$ cat config.mk
export PLATFORM = sky130hd
export DESIGN_NAME = shuffle_swap_fsm
export DESIGN_NICKNAME = d
export VERILOG_FILES = /design/src/rtl/rc4_pkg.sv /design/src/rtl/shuffle_swap_fsm_key_byte_sel.sv /design/src/rtl/shuffle_swap_fsm.sv
export SDC_FILE = /design/constraint.sdc
export NUM_CORES = 1
export LEC_CHECK = 0
export ABC_CLOCK_PERIOD_IN_PS = 3400
export BUFFER_PORTS_ARGS = -buffer_cell sky130_fd_sc_hd__buf_4
export CORE_MARGIN = 8
export CORE_UTILIZATION = 45
export CTS_BUF_LIST = sky130_fd_sc_hd__clkbuf_4
export DETAILED_ROUTE_END_ITERATION = 12
export GPL_TIMING_DRIVEN = 0
export PLACE_DENSITY = 0.68
export SYNTH_ARGS = -nofsm -noshare
export SYNTH_HDL_FRONTEND = slang
export SYNTH_SLANG_ARGS = --single-unit
export TNS_END_PERCENT = 20
$ cat constraint.sdc
create_clock -name CLOCK_50 -period 3.4 [get_ports CLOCK_50]
set_clock_uncertainty 0.15 [all_clocks]
set_input_delay 0.17 -clock CLOCK_50 [delete_from_list [all_inputs] [get_ports CLOCK_50]]
set_output_delay 0.17 -clock CLOCK_50 [all_outputs]
set_load 0.02 [all_outputs]
$ cat src/rtl/rc4_pkg.sv
// Shared types and constants for the RC4 key-scheduling shuffle.
package rc4_pkg;

  localparam int S_DEPTH           = 256;
  localparam int KEY_BYTES_DEFAULT = 3;

  typedef enum logic [3:0] {
    IDLE,
    RD_SI,
    WAIT_SI,
    LAT_SI,
    RD_SJ,
    WAIT_SJ,
    LAT_SJ,
    WR_SI,
    WR_SJ,
    INC,
    DONE
  } state_t;

endpackage

$ cat src/rtl/shuffle_swap_fsm_key_byte_sel.sv
// Picks one byte of the latched secret key; byte 0 is the most significant.
module key_byte_sel #(
  parameter int KEY_BYTES = 3,
  parameter int KIDX_W    = 2
) (
  input  logic [8*KEY_BYTES-1:0] key,
  input  logic [KIDX_W-1:0]      idx,
  output logic [7:0]             key_byte
);

  // Plain mux over the key bytes, index 0 selects the top byte
  always_comb begin
    key_byte = '0;
    for (int k = 0; k < KEY_BYTES; k++) begin
      if (idx == KIDX_W'(k)) key_byte = key[8*(KEY_BYTES-1-k) +: 8];
    end
  end

endmodule

$ cat src/rtl/shuffle_swap_fsm.sv
// RC4 KSA shuffle: for each i, j += s[i] + key[i mod KEY_BYTES], swap s[i]/s[j].
// All memory-side outputs are registered and set on the transition into a state.
module shuffle_swap_fsm
  import rc4_pkg::*;
#(
  parameter int KEY_BYTES = KEY_BYTES_DEFAULT,
  parameter int RD_LAT    = 2
) (
  input  logic                   CLOCK_50,
  input  logic                   reset,
  input  logic                   start,
  input  logic [8*KEY_BYTES-1:0] secret_key,
  input  logic [7:0]             s_q,
  output logic [7:0]             s_address,
  output logic [7:0]             s_wrdata,
  output logic                   s_wren,
  output logic                   busy,
  output logic                   done
);

  localparam int KIDX_W = (KEY_BYTES > 1) ? $clog2(KEY_BYTES) : 1;
  localparam int WAIT_W = (RD_LAT > 2) ? $clog2(RD_LAT) : 1;
  localparam logic [7:0] LAST_I = 8'(S_DEPTH - 1);

  state_t                 state_q, state_d;
  logic [7:0]             i_q, i_d, j_q, j_d;
  logic [7:0]             si_q, si_d, sj_q, sj_d;
  logic [KIDX_W-1:0]      kidx_q, kidx_d;
  logic [WAIT_W-1:0]      wait_q, wait_d;
  logic [8*KEY_BYTES-1:0] key_q, key_d;
  logic [7:0]             s_address_q, s_address_d;
  logic [7:0]             s_wrdata_q, s_wrdata_d;
  logic                   s_wren_q, s_wren_d;
  logic                   busy_q, busy_d;
  logic                   done_q, done_d;
  logic [7:0]             key_byte;

  key_byte_sel #(
    .KEY_BYTES(KEY_BYTES),
    .KIDX_W   (KIDX_W)
  ) u_key_byte_sel (
    .key     (key_q),
    .idx     (kidx_q),
    .key_byte(key_byte)
  );

  // Next-state and next-output logic; outputs describe the state being entered
  always_comb begin
    state_d     = state_q;
    i_d         = i_q;
    j_d         = j_q;
    si_d        = si_q;
    sj_d        = sj_q;
    kidx_d      = kidx_q;
    wait_d      = wait_q;
    key_d       = key_q;
    s_address_d = s_address_q;
    s_wrdata_d  = s_wrdata_q;
    s_wren_d    = 1'b0;

    case (state_q)
      IDLE: begin
        if (start) begin
          state_d     = RD_SI;
          i_d         = '0;
          j_d         = '0;
          kidx_d      = '0;
          key_d       = secret_key;
          s_address_d = '0;
        end
      end
      RD_SI: begin
        wait_d  = '0;
        state_d = (RD_LAT > 1) ? WAIT_SI : LAT_SI;
      end
      WAIT_SI: begin
        if (wait_q == WAIT_W'(RD_LAT - 2)) state_d = LAT_SI;
        else                               wait_d  = wait_q + 1'b1;
      end
      LAT_SI: begin
        si_d        = s_q;
        j_d         = j_q + s_q + key_byte;
        s_address_d = j_d;
        state_d     = RD_SJ;
      end
      RD_SJ: begin
        wait_d  = '0;
        state_d = (RD_LAT > 1) ? WAIT_SJ : LAT_SJ;
      end
      WAIT_SJ: begin
        if (wait_q == WAIT_W'(RD_LAT - 2)) state_d = LAT_SJ;
        else                               wait_d  = wait_q + 1'b1;
      end
      LAT_SJ: begin
        sj_d        = s_q;
        s_address_d = i_q;
        s_wrdata_d  = s_q;
        s_wren_d    = 1'b1;
        state_d     = WR_SI;
      end
      WR_SI: begin
        s_address_d = j_q;
        s_wrdata_d  = si_q;
        s_wren_d    = 1'b1;
        state_d     = WR_SJ;
      end
      WR_SJ: begin
        state_d = INC;
      end
      INC: begin
        if (i_q == LAST_I) begin
          state_d = DONE;
        end else begin
          i_d         = i_q + 8'd1;
          kidx_d      = (kidx_q == KIDX_W'(KEY_BYTES - 1)) ? '0 : kidx_q + 1'b1;
          s_address_d = i_d;
          state_d     = RD_SI;
        end
      end
      DONE: begin
        if (!start) state_d = IDLE;
      end
      default: state_d = IDLE;
    endcase

    // Losing start while busy abandons the shuffle without another write
    if (busy_q && !start) begin
      state_d  = IDLE;
      s_wren_d = 1'b0;
    end

    busy_d = (state_d != IDLE) && (state_d != DONE);
    done_d = (state_d == DONE);
  end

  // State and registered outputs, cleared asynchronously by reset
  always_ff @(posedge CLOCK_50 or posedge reset) begin
    if (reset) begin
      state_q     <= IDLE;
      i_q         <= '0;
      j_q         <= '0;
      si_q        <= '0;
      sj_q        <= '0;
      kidx_q      <= '0;
      wait_q      <= '0;
      key_q       <= '0;
      s_address_q <= '0;
      s_wrdata_q  <= '0;
      s_wren_q    <= 1'b0;
      busy_q      <= 1'b0;
      done_q      <= 1'b0;
    end else begin
      state_q     <= state_d;
      i_q         <= i_d;
      j_q         <= j_d;
      si_q        <= si_d;
      sj_q        <= sj_d;
      kidx_q      <= kidx_d;
      wait_q      <= wait_d;
      key_q       <= key_d;
      s_address_q <= s_address_d;
      s_wrdata_q  <= s_wrdata_d;
      s_wren_q    <= s_wren_d;
      busy_q      <= busy_d;
      done_q      <= done_d;
    end
  end

  assign s_address = s_address_q;
  assign s_wrdata  = s_wrdata_q;
  assign s_wren    = s_wren_q;
  assign busy      = busy_q;
  assign done      = done_q;

endmodule

### Word level (Yosys, flattened, before mapping)

Index checks and enable logic that the tools add are counted.

| operators by class | value |
|---|---|
| add/sub/neg operators | 5 |
| equal/unequal tests | 17 |
| muxes and demuxes | 24 |
| reductions and logical operators | 18 |

Operators with widths:

| cell | count |
|---|---|
| 8-bit one-hot mux with 2 select lines | 3 |
| 4-bit one-hot mux with 11 select lines | 1 |
| 8-bit 2-to-1 mux | 5 |
| 8-bit one-hot mux with 5 select lines | 1 |
| 4-bit 2-to-1 mux | 6 |
| 8-bit adder | 2 |
| 4-bit by 3-bit == test with 1-bit output, second input constant | 4 |
| 4-bit == test, second input constant | 4 |
| 8-bit by 1-bit adder with 8-bit output, second input constant | 1 |
| 4-bit by 2-bit == test with 1-bit output, second input constant | 2 |
| 8-bit == test, second input constant | 1 |
| 2-bit nonzero test | 4 |
| 2-bit 2-to-1 mux | 3 |
| 3-bit AND reduction | 2 |
| 2-bit OR reduction | 3 |
| 5-bit nonzero test | 1 |
| 4-bit by 1-bit == test with 1-bit output, second input constant | 1 |
| 4-bit zero test | 1 |
| 2-bit inequality test, second input constant | 2 |
| 4-bit inequality test, second input constant | 1 |
| 2-bit one-hot mux with 2 select lines | 1 |
| 2-bit AND reduction | 2 |
| 4-bit nonzero test | 1 |
| 1-bit 2-to-1 mux | 3 |
| 8 further kinds | 9 |

| word-level totals | value |
|---|---|
| bits in registers | 74 |
| input port bits | 35 |
| logic and storage cells | 76 |

### Depth between registers and ports, before layout

| depth | value |
|---|---|
| depth after elaboration | 6 |
| gate-level depth with buffers | 12 |
| depth with buffers taken out | 11 |

### By module

A second synthesis with hierarchy kept.

| second synthesis, totals | value |
|---|---|
| cells, all modules | 363 |
| area total of the unflattened synthesis | 3,854.9 um2 |

Modules (own cells, without submodules):

| module | instances | cells an instance | area an instance (um2) | seq. area each (um2) |
|---|---|---|---|---|
| shuffle_swap_fsm | 1 | 343 | 3,657.3 | 1,826.8 |
| key_byte_sel | 1 | 20 | 197.7 | 0.0 |

### Worst setup path before layout

No wires, ideal clock.

| timing path | value |
|---|---|
| path kind | register to register |
| from | reg kidx_q[0] |
| to | reg s_address_q[7] (netlist: s_address[7]) |
| data arrival time | 3,107 ps |
| required time | 3,184 ps |
| path slack | 77 ps |
| stages on the path, launching flop included | 12 |
| buffers on the path | 1 |
| path through | dfrtp_1 -> buf_1 -> mux2i_1 -> o21ai_0 -> fa_1 -> ha_1 -> fa_1 -> a21oi_1 -> o211ai_1 -> or4_1 -> mux2i_1 -> a221o_1 |

| on the way | value |
|---|---|
| longest elaborated chain between the ends | 6 |
| elaborated cells on any way between the ends | 8 |
| classes of those cells | add/sub: 1; eq/ne: 2; mux: 4; reduce/logical: 1 |

RTL lines:

| what | line | RTL |
|---|---|---|
| from (decl) | shuffle_swap_fsm.sv:28 | `logic [KIDX_W-1:0] kidx_q, kidx_d;` |
| from (signal assigned) | shuffle_swap_fsm.sv:158 | `kidx_q <= kidx_d;` |
| 2-bit zero test | shuffle_swap_fsm_key_byte_sel.sv:15 | `if (idx == KIDX_W'(k)) key_byte = key[8*(KEY_BYTES-1-k) +: 8];` |
| 8-bit 2-to-1 mux (2 in a row) | shuffle_swap_fsm_key_byte_sel.sv:15 |  |
| 8-bit 2-to-1 mux (*) | shuffle_swap_fsm_key_byte_sel.sv:15 |  |
| 8-bit adder (*) | shuffle_swap_fsm.sv:82 | `j_d = j_q + s_q + key_byte;` |
| 8-bit one-hot mux with 5 select lines (*) | shuffle_swap_fsm.sv:61 | `case (state_q)` |
| to (signal assigned) | shuffle_swap_fsm.sv:161 | `s_address_q <= s_address_d;` |
| to (decl) | shuffle_swap_fsm.sv:31 | `logic [7:0] s_address_q, s_address_d;` |

Every way passes the cells marked *; elsewhere a longest branch is shown, timed or not.
A chain may end at the register's enable or synchronous reset.

### Final worst setup path

Ends and elaborated chain as after synthesis.

==> impl_metrics.ini <==
[setup_path]
crit_path_max_fanout = 10
r2r_setup_slack_ns = 0.10
slowest_stage = or4_4
crit_start = kidx_q[0]
crit_chain = buf_6 > mux2i_2 > o21ai_2 > fa_1 > ha_2 > fa_2 > a21oi_2 > o211ai_1 > or4_4 > mux2i_4 > a221o_1
timing.rr.start = kidx_q[0]
cp_data_required_time_ns = 3.60
worstPathArrival_ns = 3.50
critical_path.max_stage_delay_ns = 0.48
end_kind = register
r2r_end = s_address[7]
critPathLaunchType = register
ff2ff_path_depth = 11
crit_type = register to register

[cells_and_area]
nNetsFinal = 491
synthToLayoutAreaGrowth_pct = 28.71
drive_gt1_share_pct = 24.49
fillers = 681
finalInstanceArea_mm2 = 0.004925
final_util_pct = 59.94

[die]
design.die.area_mm2 = 0.01171
num_io_pins = 54
core_area_mm2 = 0.008217
die_x_um = 108.2
rows = 33
fp.dieH_um = 108.2
start_util_pct = 46.57

[timing]
slew_violations = 0
fmax_mhz = 303.2
finalCritPeriodShare_pct = 97.01
rsz0062_at_grt = false
finalWorstSetupSlack_ns = 0.1017
slew_headroom_pct = 58.02
hold_violations = 0
fin_crit_ns = 3.298
tightest_slew_ns = 0.6297
setup_viol = 0

[placed_design]
dpl.hpwl_mm = 6.731
placed_cell_area_mm2 = 0.004385
gp_congestion = 0.8671
place_ws_ns = -0.5899
io_buffers = 53

[clock_tree]
cts_tree = done
cts.clk_slew.worst_paths_ns = 0.11
clockBufferDepth = 2
clock_latency_ns = 0.42
cts.htree.levels = 3
cts_buffers = 9
cts_num_sinks = 73
cts-root-buf = clkbuf_4

[logic_synthesis]
synth-seq-cells = 73
yosysSeqAreaShare_pct = 47.74
synth.cell_area_mm2 = 0.003826
synth-main-ff-cell = dfrtp_1
avgSynthCellArea_um2 = 11.32
syn_inst = 338
synth_edf_count = 0
synth_fp_nets = 388
async_flop_share_pct = 100.0
yosys_warnings = 0
yosysUniqueCellTypes = 58

[global_routing]
grt_pass1_wl_mm = 15.87
grtUsageTotal_pct = 17.30
first_global_vias = 3076
grt_max_degree = 52
antenna_found_initial = 1
grt_overflow_total = 0

[drt]
vias = 3070
post_drt_wl_per_cell_um = 17.07
drtPass1Iterations = 4
ant_nets = 0
initialDrtViolationCount = 162
vias_per_cell = 5.572
wl_mm = 9.404
drcViolationCount = 0

[power]
p_per_area_mw_per_mm2 = 763.8
vdd_ir_drop_max_v = 0.0004394
p_leak_uw = 0.002260
total_power_uw = 3762

[outcome]
outcome = finished, final reports clean

[run]
drv_cap = 0

[worst_hold_path]
hold_class = input pin to async pin
==> Yosys cell counts (2+ instances only) <==
cell | count | area share (%)
nand2_1 | 36 | 3.5
xor2_1 | 6 | 1.4
mux2_1 | 24 | 7.1
o21ai_0 | 9 | 1.2
nor3_1 | 3 | 0.39
a221oi_1 | 2 | 0.46
a221o_1 | 11 | 2.9
o211ai_1 | 6 | 1.2
xnor2_1 | 4 | 0.92
a21o_1 | 5 | 0.98
nand3b_1 | 2 | 0.39
o21ai_1 | 10 | 1.3
o211a_1 | 2 | 0.52
o21bai_1 | 3 | 0.59
o31ai_1 | 2 | 0.39
nand2b_1 | 4 | 0.65
mux2_2 | 8 | 2.4
and2_1 | 2 | 0.33
buf_2 | 10 | 1.3
a21oi_1 | 12 | 1.6
fa_1 | 8 | 4.2
mux2i_1 | 14 | 3.7
nor3b_1 | 8 | 1.6
ha_1 | 7 | 2.3
nand3_1 | 9 | 1.2
a22o_1 | 4 | 0.92
inv_2 | 2 | 0.20
buf_4 | 2 | 0.39
dfrtp_1 | 73 | 48
nor2_1 | 9 | 0.88
o22ai_1 | 5 | 0.82
inv_1 | 2 | 0.20
and4_1 | 2 | 0.46
clkbuf_1 | 5 | 0.49
and3_1 | 2 | 0.33
nor2b_1 | 2 | 0.33
a31oi_1 | 2 | 0.33
==> power by group <==
group / internal, uW / leakage, uW / switching, uW / total [uW]
Clock: 222 / 0.0000711 / 298 / 520
Combinational: 892 / 0.00127 / 967 / 1860
Sequential: 1180 / 0.000923 / 198 / 1380
==> per-layer routing <==
metal | share of wire [%] | vias up | GRT usage [%]
met2 | 46 | 97 | 26.90
met4 | 1.8 | 0 | 7.037
met1 | 44 | 1505 | 22.74
li1 | - | 1453 | -
met3 | 8.0 | 15 | 4.045
met5 | 0 | - | 0
==> state kept, by name, indices dropped and copies added (netlist names), 2 cells and up <==
| name | cells |
|---|---|
| key_q | 24 |
| i_q | 8 |
| j_q | 8 |
| s_address | 8 |
| s_wrdata | 8 |
| si_q | 8 |
| state_q | 4 |
| kidx_q | 2 |
==> cells by family after synthesis <==
kind of cell / count (synthesis) / synth area share, %
flops: 73 / 47.74
simple gates: 90 / 12.56
buf+inv: 23 / 2.976
compound gates: 81 / 14.88
mux: 46 / 13.08
fa+ha+maj: 15 / 6.475
xor+xnor: 10 / 2.289
==> placed cells by master, fill, tap and decap left out, drive strengths merged, types with 11 or more instances in the layout <==
cell	synthesis	routed
o21ai	20	20
a221o	11	11
buf	14	71
dlygate4sd3	0	34
dfrtp	73	73
a21oi	13	13
mux2i	14	14
mux2	32	32
clkbuf	5	16
nand2	36	36
==> layout make-up <==
cell class	instances	area [um2]	area share, %
Clock buffer	10	75.07	1.524
Timing Repair Buffer	92	795.8	16.16
Sequential cell	73	1827	37.09
Multi-Input combinational cell	242	1918	38.95
Antenna cell	1	2.502	0.05081
Inverter	4	17.52	0.3557
Buffer	19	110.1	2.236
Clock inverter	5	47.55	0.9654
Tap cell	105	131.4	2.668
==> worst max-delay path by stage <==
stage	cells after the start	end
after floorplan	11	s_address[7]
after global placement	11	s_address[7]
after detailed placement	11	s_address[7]
after CTS	11	s_address[7]
after global routing	11	s_address[7]
final	11	s_address[7]
==> metrics by stage <==
stage	cells	setup TNS [ns]	hold slack (ns)
floorplan	338	0	0.1517
global placement	496	-2.331	0.2326
detailed placement	497	-2.442	0.01908
CTS	547	0	0.09828
global route	551	0	0.1226
finish	551	0	0.1080
==> what timing repair did <==
item,4_1_cts,5_1_grt
endpoints found under the hold margin,108,0
resized for setup,9,7
pin swaps,0,1
hold buffers,34,0
setup buffers,1,3
endpoints found under the setup margin,8,3
==> worst max-delay path, delay by kind of cell, from the launching register on <==
kind	cells	cell delay [ns]
adder cells (fa/ha/maj)	3	1.04
AO/OA/AOI/OAI	4	0.67
AND/OR/NAND/NOR	1	0.48
flip-flops	1	0.42
multiplexers	2	0.32
buffers and inverters	1	0.16
Power figures use the tool's default switching activity.
